==> src/rtl/uart_tx_sched.sv <==
// Purpose: shares one 8N1 UART tx line between two requesters with round-robin arbitration.
// Latency: a req sampled in IDLE gives ack and the start-bit falling edge one cycle later; a frame lasts (DATA_W+2)*CLKS_PER_BIT cycles.
// Backpressure: requests are not queued; the requester holds req until its ack, and req is ignored while a frame is in flight.
module uart_tx_sched #(
    parameter int DATA_W       = 8,
    parameter int CLKS_PER_BIT = 88
) (
    input  logic              clk,
    input  logic              rst,
    input  logic              req0,
    input  logic [DATA_W-1:0] data0,
    output logic              ack0,
    input  logic              req1,
    input  logic [DATA_W-1:0] data1,
    output logic              ack1,
    output logic              tx,
    output logic              busy,
    output logic              owner
);

    localparam int CW = (CLKS_PER_BIT > 1) ? $clog2(CLKS_PER_BIT) : 1;
    localparam int BW = (DATA_W > 1) ? $clog2(DATA_W) : 1;
    localparam logic [CW-1:0] CNT_LAST = CW'(CLKS_PER_BIT - 1);
    localparam logic [BW-1:0] BIT_LAST = BW'(DATA_W - 1);

    localparam logic [1:0] IDLE  = 2'd0;
    localparam logic [1:0] START = 2'd1;
    localparam logic [1:0] DATA  = 2'd2;
    localparam logic [1:0] STOP  = 2'd3;

    logic [1:0]        state;
    logic [CW-1:0]     cnt;
    logic [BW-1:0]     bit_idx;
    logic [DATA_W-1:0] shreg;
    logic              ptr;      // 0: port 0 wins a tie, 1: port 1 wins a tie
    logic              grant0;
    logic              grant1;
    logic              cnt_last;

    assign cnt_last = (cnt == CNT_LAST);
    assign busy     = (state != IDLE);

    // Tie-break between simultaneous requests using the round-robin pointer.
    always_comb begin
        grant0 = req0 && (!req1 || !ptr);
        grant1 = req1 && (!req0 || ptr);
    end

    // Arbitration side effects of a grant: one-cycle ack, owner record, pointer handoff.
    always_ff @(posedge clk) begin
        if (rst) begin
            ack0  <= 1'b0;
            ack1  <= 1'b0;
            owner <= 1'b0;
            ptr   <= 1'b0;
        end else begin
            ack0 <= 1'b0;
            ack1 <= 1'b0;
            if (state == IDLE && (grant0 || grant1)) begin
                ack0  <= grant0;
                ack1  <= grant1;
                owner <= grant1;
                ptr   <= ~grant1;
            end
        end
    end

    // Frame sequencer and serialiser: start bit, DATA_W bits LSB first, stop bit.
    always_ff @(posedge clk) begin
        if (rst) begin
            state   <= IDLE;
            cnt     <= '0;
            bit_idx <= '0;
            shreg   <= '0;
            tx      <= 1'b1;
        end else begin
            case (state)
                IDLE: begin
                    cnt     <= '0;
                    bit_idx <= '0;
                    tx      <= 1'b1;
                    if (grant0 || grant1) begin
                        // Byte is captured here; later data changes cannot reach the line.
                        shreg <= grant1 ? data1 : data0;
                        tx    <= 1'b0;
                        state <= START;
                    end
                end
                START: begin
                    if (cnt_last) begin
                        cnt     <= '0;
                        bit_idx <= '0;
                        tx      <= shreg[0];
                        shreg   <= shreg >> 1;
                        state   <= DATA;
                    end else begin
                        cnt <= cnt + 1'b1;
                    end
                end
                DATA: begin
                    if (cnt_last) begin
                        cnt <= '0;
                        if (bit_idx == BIT_LAST) begin
                            tx    <= 1'b1;
                            state <= STOP;
                        end else begin
                            bit_idx <= bit_idx + 1'b1;
                            tx      <= shreg[0];
                            shreg   <= shreg >> 1;
                        end
                    end else begin
                        cnt <= cnt + 1'b1;
                    end
                end
                STOP: begin
                    if (cnt_last) begin
                        cnt   <= '0;
                        state <= IDLE;
                    end else begin
                        cnt <= cnt + 1'b1;
                    end
                end
                default: begin
                    cnt   <= '0;
                    tx    <= 1'b1;
                    state <= IDLE;
                end
            endcase
        end
    end

endmodule

==> config.mk <==
export PLATFORM = sky130hd
export DESIGN_NAME = uart_tx_sched
export DESIGN_NICKNAME = d
export VERILOG_FILES = /design/src/rtl/uart_tx_sched.sv
export SDC_FILE = /design/constraint.sdc
export NUM_CORES = 1
export LEC_CHECK = 0
export ABC_AREA = 1
export ABC_CLOCK_PERIOD_IN_PS = 1590
export CAP_MARGIN = 20
export CORE_UTILIZATION = 47
export DETAILED_ROUTE_END_ITERATION = 6
export PLACE_DENSITY = 0.85
export SLEW_MARGIN = 20
export SYNTH_ARGS = -nofsm -noshare
export SYNTH_HDL_FRONTEND = slang
export SYNTH_SLANG_ARGS = --single-unit
==> constraint.sdc <==
create_clock -name clk -period 1.59 [get_ports clk]
set_input_delay 0.318 -clock clk [delete_from_list [all_inputs] [get_ports clk]]
set_output_delay 0.318 -clock clk [all_outputs]
set_load 0.02 [all_outputs]
Word level (Yosys, flattened, before mapping) --
Index checks and enable logic that the tools add are counted.
Operators by class: bitwise gates (word level) 2, reductions and logical operators 18, equal/unequal tests 11, $add $sub $neg 2, muxes and demuxes 23
Operator list (number):
- $mux 8 | 5
- $pmux 8 s3 | 1
- $pmux 7 s2 | 1
- $mux 2 | 5
- $ne 2x2->1 const B | 5
- $reduce_and 5->1 | 2
- $mux 3 | 3
- $pmux 3 s3 | 1
- $pmux 2 s4 | 1
- $add 7x1->7 const B | 1
- $eq 7x7->1 const B | 1
- $mux 7 | 1
- $eq 2x2->1 const B | 2
- $mux 1 | 4
- $reduce_and 4->1 | 1
- $add 3x1->3 const B | 1
- $eq 3x3->1 const B | 1
- $logic_and 1x1->1 | 3
- $logic_not 1->1 | 3
- $logic_or 1x1->1 | 3
- $pmux 1 s3 | 1
- $reduce_and 3->1 | 1
- $reduce_bool 3->1 | 1
- $reduce_or 3->1 | 1
- other kinds (6) | 7
Word-level totals: bits of input ports 20, bits in registers 25, output and inout port bits 5, logic and storage cells 65

Logic depth before layout (Yosys ltp) --
word-level depth 7, mapped depth 10, gate-level depth less buffers 9

Worst setup path after synthesis --
OpenSTA, ideal clock, no wires.
path kind register to register, from register state[0], to register shreg[0], clock period less this slack 1574 ps, required time 1477 ps, setup slack 16 ps, arrival time 1461 ps, path buffers 1, cell stages (with the launch flop) 9, library setup time 113 ps, cells stage by stage dfxtp_1 > inv_1 > ha_1 > or2_4 > nand2_4 > nand3_4 > buf_6 > nor2_1 > nor2_1
Between the ends: cells in the longest elaborated chain, start to end 3, elaborated cells between the ends (all ways) 10, those cells by class 6 x eq/ne; 1 x mux; 3 x reduce/logical
RTL lines:
- start: declaration | line 31 | logic [1:0] state;
- start signal: assignment | line 71 | state <= IDLE;
- start signal: assignment | line 86 | state <= START;
- start signal: assignment | line 95 | state <= DATA;
- $eq 2x2->1, or another cell as far along | line 77 | case (state)
- $ne 2x2->1 (no line), or another cell as far along
- $reduce_and 5->1 (no line)
- end signal: assignment | line 84 | shreg <= grant1 ? data1 : data0;
- end signal: assignment | line 94 | shreg <= shreg >> 1;
- end signal: assignment | line 109 | shreg <= shreg >> 1;
- end: declaration | line 34 | logic [DATA_W-1:0] shreg;
Several ways; a longest one is shown, not always the timed one. A chain may end at the register's enable or synchronous reset.

Worst setup path in the final report --
from register bit_idx[0], to register state[1]
Between the ends: cells in the longest elaborated chain, start to end 3
RTL lines:
- start: declaration | line 33 | logic [BW-1:0] bit_idx;
- start signal: assignment | line 107 | bit_idx <= bit_idx + 1'b1;
- $eq 3x3->1 | line 103 | if (bit_idx == BIT_LAST) begin
- $ne 2x2->1 (no line)
- $reduce_and 5->1 (no line)
- end signal: assignment | line 105 | state <= STOP;
- end signal: assignment | line 118 | state <= IDLE;
- end signal: assignment | line 126 | state <= IDLE;
Every way passes these cells.

==> results.md <==
* WP data required at around 1.8 ns
* Fin. max-slew vios at 0
* Worst Path Buf+Inv at 1
* Post-Syn Nets at 240
* Crit-path leading delay family: simple AND/OR/NAND/NOR gates
* Core ar. at between 2000 and 3000 µm²
* Width of the chip at between 50 and 60 µm
* Layout cells sized above 1 at 0.1235
* Antenna violations before repair at 0
* Vias post-DR at 1369
* Longest Clk Path Bufs at 2
* Ant diodes at 0
* Setup crit start kind: flip-flop
* Fmax at about 0.65 GHz
* Slowest-stage cell, CP: dfxtp_1
* Maxcap violations at 0
* Hold crit path type: reg2reg
* Clock Latency Late Sink at roughly 0.32 ns
* Final HPWL DP at roughly 2300 µm
* Row Count at 19
* Period utilization at 0.9609
* Crit path kind: reg2reg
* Remaining DRCs at 4
* GP Congestion at around 0.78
* Total GRT Usage at 0.1989
* Worst slew pin tran at about 0.32 ns
* Setup_tns at 0 ns
* Final setup fails at 0
* Cell count after synthesis at ~210
* Slowest stage delay, CP at 0.35 ns
* Violated checks: DRC
* Worst-path maximum fanout at 4
* Total clock sinks at 25
* RSZ-0062 raised after global routing: no
* Worst EP arrival at about 1.8 ns
* Dpl cells at around 280
* Critical path capture point type: flip-flop
* Worst Clk Skew at around 0.0023 ns
* Die Y at 56.78 µm
* Status: complete, but fails checks
* Gr ovfl total at 0
* First-pass GRT wire length at 5106 µm
* DRT iter0 DRCs at between 60 and 70
* Synthesized area per cell at around 6.7 µm²
* Total clock buffers created by CTS at 3
* Post-DR wirelength/cell at roughly 11 µm
* Starting density of the core at 0.5027
* Leak pwr at 0.9232 nW
* DRT Pass-1 Iters at 6
* Area Growth Syn to Fin at 30.08%
* Nets at 280
* Vias in the first global route at between 1000 and 1500
* Tot Pwr at 2.764 mW
* Synthesis Warnings at 0
* PD cells at roughly 1500 nW/µm²
* Routed vias/inst at a little under 5
* Worst VDD drop at 0.8386 mV
* Seq cells post-synth at 25
* Finished Layout Cells at between 200 and 300
* Slew headroom at 0.7831
* CTS tree: yes
* Port Buffers at 24
* Clk slew on worst S/H paths at around 0.14 ns
* Synth cell types at 23
* Largest net degree at the start of global routing at 17
* Cell chain of the critical path: ha_1 > ha_2 > or2_2 > nand2_1 > inv_1 > a21oi_1 > nor2_1
* Die Area at 3223 µm²
* Synthesized area at between 1000 and 1500 µm²
* Clk root buf: clkbuf_4
* Post-synthesis sequential area ratio at 0.3549
* Final worst path period need at around 1.5 ns
* ANT nets after route at 0
* Hold buffer count at CTS at 0
* I/O pin count at 25
* Hold Vio Cnt, Final at 0
* Max H-tree Level at 1
* Final wirelength at ~3000 µm
-- final timing paths --
path	startpoint	endpoint	slack [ns]	cells after the start
setup / recovery	bit_idx[0]$_SDFFE_PP0P_	state[1]$_SDFFE_PP0P_	0.06	7
hold / removal	cnt[0]$_SDFF_PP0_	cnt[0]$_SDFF_PP0_	0.46	1
setup reg to reg	bit_idx[0]$_SDFFE_PP0P_	state[1]$_SDFFE_PP0P_	0.06	7
hold reg to reg	cnt[0]$_SDFF_PP0_	cnt[0]$_SDFF_PP0_	0.46	1
-- flip-flops by register name, summed over array words and instances (netlist names) --
name     flops
ack0         1
cnt          7
shreg        8
ack1         1
bit_idx      3
owner        1
state        2
ptr          1
tx           1
-- cells in the mapped netlist --
cell	number	area share
nand3_4	1	0.012
ha_1	8	0.071
a21oi_2	1	0.0062
xor2_1	2	0.012
nor3_1	2	0.0071
nand2_4	1	0.0080
nand3b_1	9	0.048
nor2_1	30	0.080
inv_1	29	0.077
xnor2_1	1	0.0062
o21ai_1	1	0.0035
or3_1	1	0.0044
buf_2	2	0.0071
o21ai_0	3	0.011
nand3_1	17	0.060
or2_4	1	0.0062
nand2_1	64	0.17
a21oi_1	9	0.032
buf_6	1	0.0080
clkbuf_1	2	0.0053
or2_2	1	0.0044
dfxtp_1	25	0.35
nand4_1	1	0.0044
-- kinds of logic after synthesis --
| kind of cell | count (synthesis) | share of synthesized area |
|---|---|---|
| AO/OA/AOI/OAI | 14 | 0.05234 |
| XOR/XNOR | 3 | 0.01864 |
| adder cells (fa/ha/maj) | 8 | 0.07099 |
| buffers and inverters | 34 | 0.09760 |
| flip-flops | 25 | 0.3549 |
| AND/OR/NAND/NOR | 128 | 0.4055 |
-- power by group --
part	leakage (nW)	internal (mW)	switching (mW)
logic	0.700	0.648	0.915
registers	0.206	0.814	0.0913
clock network	0.0177	0.0943	0.201
total	0.923	1.56	1.21
-- worst reg2reg max path, delay by kind of cell, from the launching register on --
family	cells	cell delay [ns]
and+or+nand+nor	3	0.43
adders and majority gates	2	0.41
DFF	1	0.35
AOI/OAI and AO/OA	1	0.16
buffers and inverters	1	0.07
-- per-layer routing --
metal | GRT usage | wire length (µm) | vias up
li1 | - | - | 738
met1 | 0.2394 | 1405 | 613
met2 | 0.3622 | 1560 | 14
met3 | 0.02765 | 64 | 4
met4 | 0.06272 | 35 | 0
met5 | 0 | 0 | -
-- through the flow --
stage,hold slack (ns),area [µm²],worst slack [ns],utilization
2_1_floorplan,0.3871,1410,0.01601,-
3_3_place_gp,0.4308,1765,-0.02448,0.6293
3_5_place_dp,0.4398,1765,-0.01764,0.6293
4_1_cts,0.4591,1790,0.01251,0.6383
5_1_grt,0.4774,1834,0.009791,0.6539
6_report,0.4571,1834,0.06214,0.6539
-- final cells by class --
type                       instances  area, µm²
clock buffer                       3      22.52
clock inverter                     1      5.005
fill                             259      970.9
inverter                          29      108.9
multi-input combinational        154      805.8
sequential                        25      503.0
tap                               31      38.79
timing repair buffer              39      350.3
-- layout by cell type, fill, tap and decap left out, drive strengths merged --
| cell type | synthesis | final |
|---|---|---|
| dlygate4sd2 | 0 | 2 |
| nand3 | 18 | 19 |
| xnor2 | 1 | 1 |
| dlymetal6s2s | 0 | 2 |
| inv | 29 | 29 |
| ha | 8 | 8 |
| or3 | 1 | 1 |
| nor3 | 2 | 2 |
| nand3b | 9 | 9 |
| xor2 | 2 | 2 |
| dfxtp | 25 | 25 |
| a21oi | 10 | 10 |
| clkinv | 0 | 1 |
| or2 | 2 | 2 |
| o21ai | 4 | 4 |
| nand2 | 65 | 65 |
| clkdlybuf4s50 | 0 | 19 |
| nand4 | 1 | 1 |
| clkbuf | 2 | 3 |
| nor2 | 30 | 30 |
| buf | 3 | 16 |
-- timing repair --
item	CTS	global route
buffers inserted	0	1
resized for setup	8	7
cloned	0	1
endpoints found under the setup margin	4	13
pin swaps	0	2
(Power assumes the default switching activity.)
